--- config.mk ---
export PLATFORM = sky130hd
export DESIGN_NAME = mem_arbiter
export DESIGN_NICKNAME = d
export VERILOG_FILES = /design/src/rtl/mem_arbiter.sv
export SDC_FILE = /design/constraint.sdc
export NUM_CORES = 1
export LEC_CHECK = 0
export CORE_MARGIN = 8
export CORE_UTILIZATION = 63
export CTS_BUF_LIST = sky130_fd_sc_hd__clkbuf_4 sky130_fd_sc_hd__clkbuf_8 sky130_fd_sc_hd__clkbuf_16
export CTS_CLUSTER_DIAMETER = 50
export DETAILED_ROUTE_END_ITERATION = 8
export DONT_BUFFER_PORTS = 1
export GPL_TIMING_DRIVEN = 0
export PLACE_DENSITY = 0.79
export SETUP_SLACK_MARGIN = 0.05
export SYNTH_ARGS = -nofsm -noshare
export SYNTH_HDL_FRONTEND = slang
export SYNTH_SLANG_ARGS = --single-unit
--- constraint.sdc ---
create_clock -name clk -period 3.7 [get_ports clk]
set_clock_uncertainty 0.1 [all_clocks]
set_input_delay 0.74 -clock clk [delete_from_list [all_inputs] [get_ports clk]]
set_output_delay 0.74 -clock clk [all_outputs]
set_load 0.03 [all_outputs]
--- src/rtl/mem_arbiter.sv ---
// ============================================================================
// mem_arbiter
// ----------------------------------------------------------------------------
// This module arbitrates between the CPU instruction-fetch requester and the
// data-access requester for one shared SRAM-like memory port. It runs one
// downstream transaction at a time. Returned data is held in the inst_rdata
// and data_rdata registers until the pipeline advances.
//
// Configuration macro:
//   MEM_ARB_ROUND_ROBIN_EN  When defined, a tie between simultaneous
//                           candidates is granted to the requester opposite
//                           the previous tie winner. The first tie after
//                           reset goes to data. When undefined, data always
//                           wins a tie.
//
// Ports:
//   clk, rst            rising-edge clock; synchronous active-high reset
//   inst_req/addr       fetch request (read only), held while i_stall
//   inst_rdata          latched fetch data
//   i_stall             fetch not yet complete for this pipeline cycle
//   data_req/wr/size/
//   data_addr/wdata     load/store request, held while d_stall
//   data_rdata          latched load data
//   d_stall             data access not yet complete
//   longest_stall       pipeline-wide stall; low = pipeline advances this edge
//   mem_req/wr/size/
//   mem_addr/wdata      downstream request, registered and stable in ADDR
//   mem_addr_ok         downstream accepts the request (mem_req & mem_addr_ok)
//   mem_data_ok         read data / write ack valid this cycle
//   mem_rdata           downstream read data
//
// Downstream handshake: in ADDR, mem_req is held high and every mem_* field
// stays constant until a cycle with mem_addr_ok = 1; that cycle transfers the
// request. The arbiter then waits in WAIT for exactly one cycle with
// mem_data_ok = 1. A mem_data_ok outside WAIT has no owner and is ignored.
// ============================================================================
module mem_arbiter (
    input  logic        clk,
    input  logic        rst,

    input  logic        inst_req,
    input  logic [31:0] inst_addr,
    output logic [31:0] inst_rdata,
    output logic        i_stall,

    input  logic        data_req,
    input  logic        data_wr,
    input  logic [1:0]  data_size,
    input  logic [31:0] data_addr,
    input  logic [31:0] data_wdata,
    output logic [31:0] data_rdata,
    output logic        d_stall,

    input  logic        longest_stall,

    output logic        mem_req,
    output logic        mem_wr,
    output logic [1:0]  mem_size,
    output logic [31:0] mem_addr,
    output logic [31:0] mem_wdata,
    input  logic        mem_addr_ok,
    input  logic        mem_data_ok,
    input  logic [31:0] mem_rdata
);

    typedef enum logic [1:0] {
        S_IDLE = 2'd0,
        S_ADDR = 2'd1,
        S_WAIT = 2'd2
    } state_t;

    // fsm_state is the observable FSM state; state_next is its combinational
    // successor.
    state_t      fsm_state;
    state_t      state_next;

    logic        owner;        // 0 = inst, 1 = data
    logic        owner_next;
    logic        inst_done;
    logic        data_done;

    logic        wr_q;
    logic [1:0]  size_q;
    logic [31:0] addr_q;
    logic [31:0] wdata_q;

    logic        inst_cand;
    logic        data_cand;
    logic        grant_data;
    logic        load;
    logic        complete;
    logic        owner_req;
    logic        owner_is_read;

    // A requester that has already completed in this pipeline cycle is not a
    // candidate. This also keeps a done-flag clear from colliding with a new
    // grant for the same requester.
    assign inst_cand = inst_req & ~inst_done;
    assign data_cand = data_req & ~data_done;

    assign i_stall   = inst_cand;
    assign d_stall   = data_cand;

`ifdef MEM_ARB_ROUND_ROBIN_EN
    // last_win records the winner of the most recent contested grant
    // (0 = inst, 1 = data). A tie goes to the other requester.
    logic last_win;

    assign grant_data = data_cand & (~inst_cand | ~last_win);

    always_ff @(posedge clk) begin
        if (rst) begin
            last_win <= 1'b0;
        end else if (load && inst_cand && data_cand) begin
            last_win <= grant_data;
        end
    end
`else
    // Data is always the older instruction, so it wins any tie.
    assign grant_data = data_cand;
`endif

    // Compute the next state and the one-cycle load/complete strobes.
    always_comb begin
        state_next = fsm_state;
        owner_next = owner;
        load       = 1'b0;
        complete   = 1'b0;
        case (fsm_state)
            S_IDLE: begin
                if (inst_cand || data_cand) begin
                    load       = 1'b1;
                    owner_next = grant_data;
                    state_next = S_ADDR;
                end
            end
            S_ADDR: begin
                if (mem_addr_ok) begin
                    state_next = S_WAIT;
                end
            end
            S_WAIT: begin
                if (mem_data_ok) begin
                    complete   = 1'b1;
                    state_next = S_IDLE;
                end
            end
            default: begin
                state_next = S_IDLE;
            end
        endcase
    end

    // If the owner dropped its request mid-transaction, the result is dropped
    // too: no done flag is set and no data is latched.
    assign owner_req     = owner ? data_req : inst_req;
    assign owner_is_read = ~owner | ~wr_q;

    always_ff @(posedge clk) begin
        if (rst) begin
            fsm_state  <= S_IDLE;
            owner      <= 1'b0;
            inst_done  <= 1'b0;
            data_done  <= 1'b0;
            inst_rdata <= 32'd0;
            data_rdata <= 32'd0;
            wr_q       <= 1'b0;
            size_q     <= 2'd0;
            addr_q     <= 32'd0;
            wdata_q    <= 32'd0;
        end else begin
            fsm_state <= state_next;
            owner     <= owner_next;

            // Fetches are always full-word reads.
            if (load) begin
                wr_q    <= grant_data ? data_wr    : 1'b0;
                size_q  <= grant_data ? data_size  : 2'd2;
                addr_q  <= grant_data ? data_addr  : inst_addr;
                wdata_q <= grant_data ? data_wdata : 32'd0;
            end

            // Pipeline advance starts a new pipeline cycle, so both done flags
            // clear. The latched rdata keeps its value.
            if (!longest_stall) begin
                inst_done <= 1'b0;
                data_done <= 1'b0;
            end else if (complete && owner_req) begin
                if (owner) begin
                    data_done <= 1'b1;
                end else begin
                    inst_done <= 1'b1;
                end
            end

            if (complete && owner_req && owner_is_read) begin
                if (owner) begin
                    data_rdata <= mem_rdata;
                end else begin
                    inst_rdata <= mem_rdata;
                end
            end
        end
    end

    assign mem_req   = (fsm_state == S_ADDR);
    assign mem_wr    = wr_q;
    assign mem_size  = size_q;
    assign mem_addr  = addr_q;
    assign mem_wdata = wdata_q;

endmodule

## Word level (Yosys, flattened, before mapping)

Index checks and enable logic that the tools add are counted.

- Logic and storage cells: 47
- Output and inout bits: 134
- Input port bits: 138
- Register bits: 136

- Equality and inequality tests: 5
- Multiplexer cells: 13
- Reductions and logical operators: 11
- Bitwise logic cells: 8

Operators with widths:

| cell | number |
|---|---|
| $mux 32 | 2 |
| $reduce_and 2->1 | 5 |
| $mux 2 | 4 |
| $mux 1 | 6 |
| $pmux 2 s3 | 1 |
| $not 1->1 | 5 |
| $ne 2x2->1 const B | 2 |
| $reduce_and 3->1 | 1 |
| $and 1x1->1 | 2 |
| $eq 2x1->1 const B | 1 |
| $eq 2x2->1 const B | 1 |
| $logic_and 1x1->1 | 2 |
| $logic_not 2->1 | 1 |
| $ne 2x1->1 const B | 1 |
| $reduce_or 2->1 | 1 |
| $logic_or 1x1->1 | 1 |
| $or 1x1->1 | 1 |

## Longest topological paths before layout

- Depth after elaboration: 5
- Depth in mapped cells: 7
- Depth with buffers taken out: 3

## Worst setup path after synthesis

No wires, ideal clock.

- Path kind: input to output
- Start point: in data_req
- End point: out d_stall
- Required time: 2860 ps
- Stages: 4
- Slack: 1298 ps
- Path buffers: 2
- Arrival: 1562 ps
- Cells stage by stage: nand2b_1 -> buf_2 -> clkbuf_1 -> inv_1

- Cells in the longest elaborated chain, start to end: 1

Ends and longest elaborated chain:

| element | RTL line | text |
|---|---|---|
| from (decl) | 46 | `input logic data_req,` |
| $and 1x1->1 | 99 | `assign data_cand = data_req & ~data_done;` |
| to (decl) | 52 | `output logic d_stall,` |

Every way passes these cells.

## Worst setup path after layout

- Start point: reg data_done
- End point: out d_stall

- Cells in the longest elaborated chain, start to end: 2

Ends and longest elaborated chain:

| element | RTL line | text |
|---|---|---|
| from (decl) | 80 | `logic data_done;` |
| from (signal assigned) | 164 | `data_done <= 1'b0;` |
| from (signal assigned) | 187 | `data_done <= 1'b0;` |
| from (signal assigned) | 190 | `data_done <= 1'b1;` |
| $not 1->1 | 99 |  |
| $and 1x1->1 | 99 |  |

Every way passes these cells.

==> summary.md <==
| Metric | Value |
|---|---|
| Clock power frac | `45.6%` |
| Reg-to-reg critical path startpoint | `data_done` |
| Max cap viols | `0` |
| Peak supply drop | `353 uV` |
| Largest net degree at the start of global routing | `17` |
| YS warnings | `0` |
| Mapped Avg Cell Area | `10.1 sq um` |
| RSZ-0062 raised after global routing | `no` |
| Worst Path Required | `2.86 ns` |
| Share of the synthesized area in the top cell type | `45.9%` |
| Global Route Usage Sum | `25.6%` |
| DRC | `0` |
| TritonRoute pass-1 iters | `4` |
| Switching fraction of total power | `27.3%` |
| Initial core utilization | `64.5%` |
| Syn Nets | `723` |
| Sw Pwr | `0.00104 W` |
| Cell count after synthesis | `585` |
| Fin crit period | `2.86 ns` |
| PortBufs | `0` |
| Vias per Instance | `6.49` |
| CTS buffer count | `17` |
| Final setup violation count | `0` |
| Gate power share | `9.1%` |
| Int Power | `0.00277 W` |
| Synthesized cell area | `5930 sq um` |
| Worst Max-Slew Pin Slew | `0.733 ns` |
| CTS-repair resized insts | `0` |
| Global-route wire length before repair | `26,200 microns` |
| Static Leakage | `2.68 nW` |
| Tot Pwr | `0.00382 W` |
| Share of cells above drive strength 1 | `14.9%` |
| # IOs | `272` |
| PD cells | `571 nW/um^2` |
| Final #Nets | `742` |
| CTS Sinks | `136` |
| CTS tree | `yes` |
| Synth top cells by count | `dfxtp_1 (136), mux2i_1 (64), nand2_1 (64), clkbuf_1 (36), nand2b_1 (36)` |
| Crit end category | `output port` |
| Drt total wl | `17,100 microns` |
| Clock Path Buffers | `2` |
| Final-layout fill cell count | `682` |
| Leading area contributor after synthesis | `dfxtp_1` |
| CP startpoint | `data_done` |
| 1st-iter DRT viols | `293` |
| Total congestion overflow | `0` |
| Setup TNS Final | `0 ns` |
| Drt wl/cell | `23.6 microns` |
| Clk slew on worst S/H paths | `0.06 ns` |
| Area growth from synthesis to layout | `12.7%` |
| CP startpoint kind | `flip-flop` |
| R2R depth | `5` |
| Count leader, synth | `dfxtp_1` |
| H-Tree Level Count | `4` |
| Slew margin rel. | `51.0%` |
| Post-route ant nets | `0` |
| Critical Path End | `d_stall` |
| Gr busiest metal | `met2` |
| Final Instance Area | `6680 sq um` |
| Async SR Flop Fraction | `0%` |
| Hold Path Class | `input port to flip-flop` |
| Max frequency | `349 MHz` |
| Vias in the first global route | `4,892` |
| Placed Area | `6070 sq um` |
| Ys flop type | `dfxtp_1` |
| Post-synthesis sequential area ratio | `45.9%` |
| GP Congestion | `0.807` |
| Critical Path AT | `2.02 ns` |
| Final Hold Fails | `0` |
| Synth unique cells | `33` |
| Worst Setup Path Type | `flip-flop to output port` |
| Post-CTS Setup Repair Bufs | `0` |
| DPL Wire Length | `13,200 microns` |
| R2R setup slack | `1.84 ns` |
| Final worst path period share | `77.4%` |
| Ant. Diodes | `0` |
| Met3 GRT Util | `11.0%` |
| Sequential share of power | `45.2%` |
| Initial antenna violation count | `1` |
| Crit-path max FO | `10` |
| Slew Limit Fails | `0` |
| EDFF count, synth | `0` |
| Root Driver | `clkbuf_8` |
| Hold buffer count at cts | `0` |
| Die ar. | `12,800 sq um` |
| Core Rows | `35` |
| Clk Latency, worst-skew pair | `0.50 ns` |
| Core area | `9200 sq um` |
| Vert. Die Dim | `113 microns` |
| Global Route met2 Usage | `44.6%` |
| Via count | `4,719` |
| Area contributors post-synth | `dfxtp_1 (46%), mux2i_1 (11%), o211ai_2 (6.3%), a32o_1 (5.7%), a31o_1 (4.4%)` |
| Global routing usage on met1 | `26.9%` |
| DIE WIDTH | `113 microns` |
| Outcome | `completed` |
| Flops & latches, synth | `136` |
| Worst R2R End | `mem_addr[18]` |
worst max-delay path: stages, from the launching register on:
cell and delay [ns]:
dfxtp_1 0.38, nand2b_1 0.22, buf_2 0.29, clkbuf_1 0.38, inv_1 0.26
cell usage in the layout, fill, tap and decap left out, types with 16 or more instances in the layout:
cell / n
a31o_1: 30
a32o_1: 34
clkbuf_1: 36
clkbuf_16: 16
dfxtp_1: 136
mux2i_1: 64
nand2_1: 64
nand2b_1: 36
nand3_1: 32
nor2b_1: 34
nor4_1: 32
o211ai_2: 30
how the worst min path moves through the flow:
stage,startpoint,to,slack [ns],depth (start not counted)
2_1_floorplan,inst_done,inst_done,0.33,1
3_3_place_gp,inst_done,inst_done,0.34,1
3_5_place_dp,inst_done,inst_done,0.36,1
4_1_cts,data_wdata[6],mem_wdata[6],0.24,1
5_1_grt,data_wdata[28],mem_wdata[28],0.24,1
6_report,data_wdata[6],mem_wdata[6],0.26,1
registers in the layout, summed over array words and instances, names as in the netlist, 2 cells and up:
name and count:
mem_addr 32, fsm_state 2, inst_rdata 32, mem_size 2, data_rdata 32, mem_wdata 32
cell type report:
class,instances,area [sq um],area share (%)
clock inverters,14,198,2.96
well taps,111,139,2.08
clock buffers,17,414,6.20
inverters,6,22.5,0.337
flip-flops and latches,136,2720,40.8
plain buffers,63,342,5.11
multi-input cells,380,2840,42.5
through the flow:
step / setup WS [ns] / utilization, % / hold slack, ns / cells
2_1_floorplan: 1.30 / - / 0.332 / 585
3_3_place_gp: 1.06 / 66.0 / 0.340 / 696
3_5_place_dp: 1.06 / 66.0 / 0.359 / 696
4_1_cts: 0.828 / 72.6 / 0.238 / 727
5_1_grt: 0.706 / 72.6 / 0.235 / 727
6_report: 0.835 / 72.6 / 0.261 / 727
cells by family after synthesis:
kind of cell,synth area share [%]
compound gates,18.4
buf+inv,6.14
flops,45.9
mux,10.8
simple gates,18.8
power by group through the flow:
stage	Sequential (W)	Clock, W	Combinational [W]
floorplan	0.00173	0	0.000279
global placement	0.00176	0	0.000332
detailed placement	0.00176	0	0.000346
CTS	0.00173	0.00176	0.000348
global route	0.00174	0.00182	0.000378
finish	0.00173	0.00174	0.000347
layer usage:
| layer | vias up | wire length [microns] | part of all wire (%) |
|---|---|---|---|
| met1 | 2287 | 6140 | 36 |
| met5 | - | 12 | 0.070 |
| met4 | 2 | 372 | 2.2 |
| li1 | 2180 | - | - |
| met3 | 27 | 1790 | 10 |
| met2 | 223 | 8810 | 51 |
No activity file was read; power rests on OpenSTA's default activity.
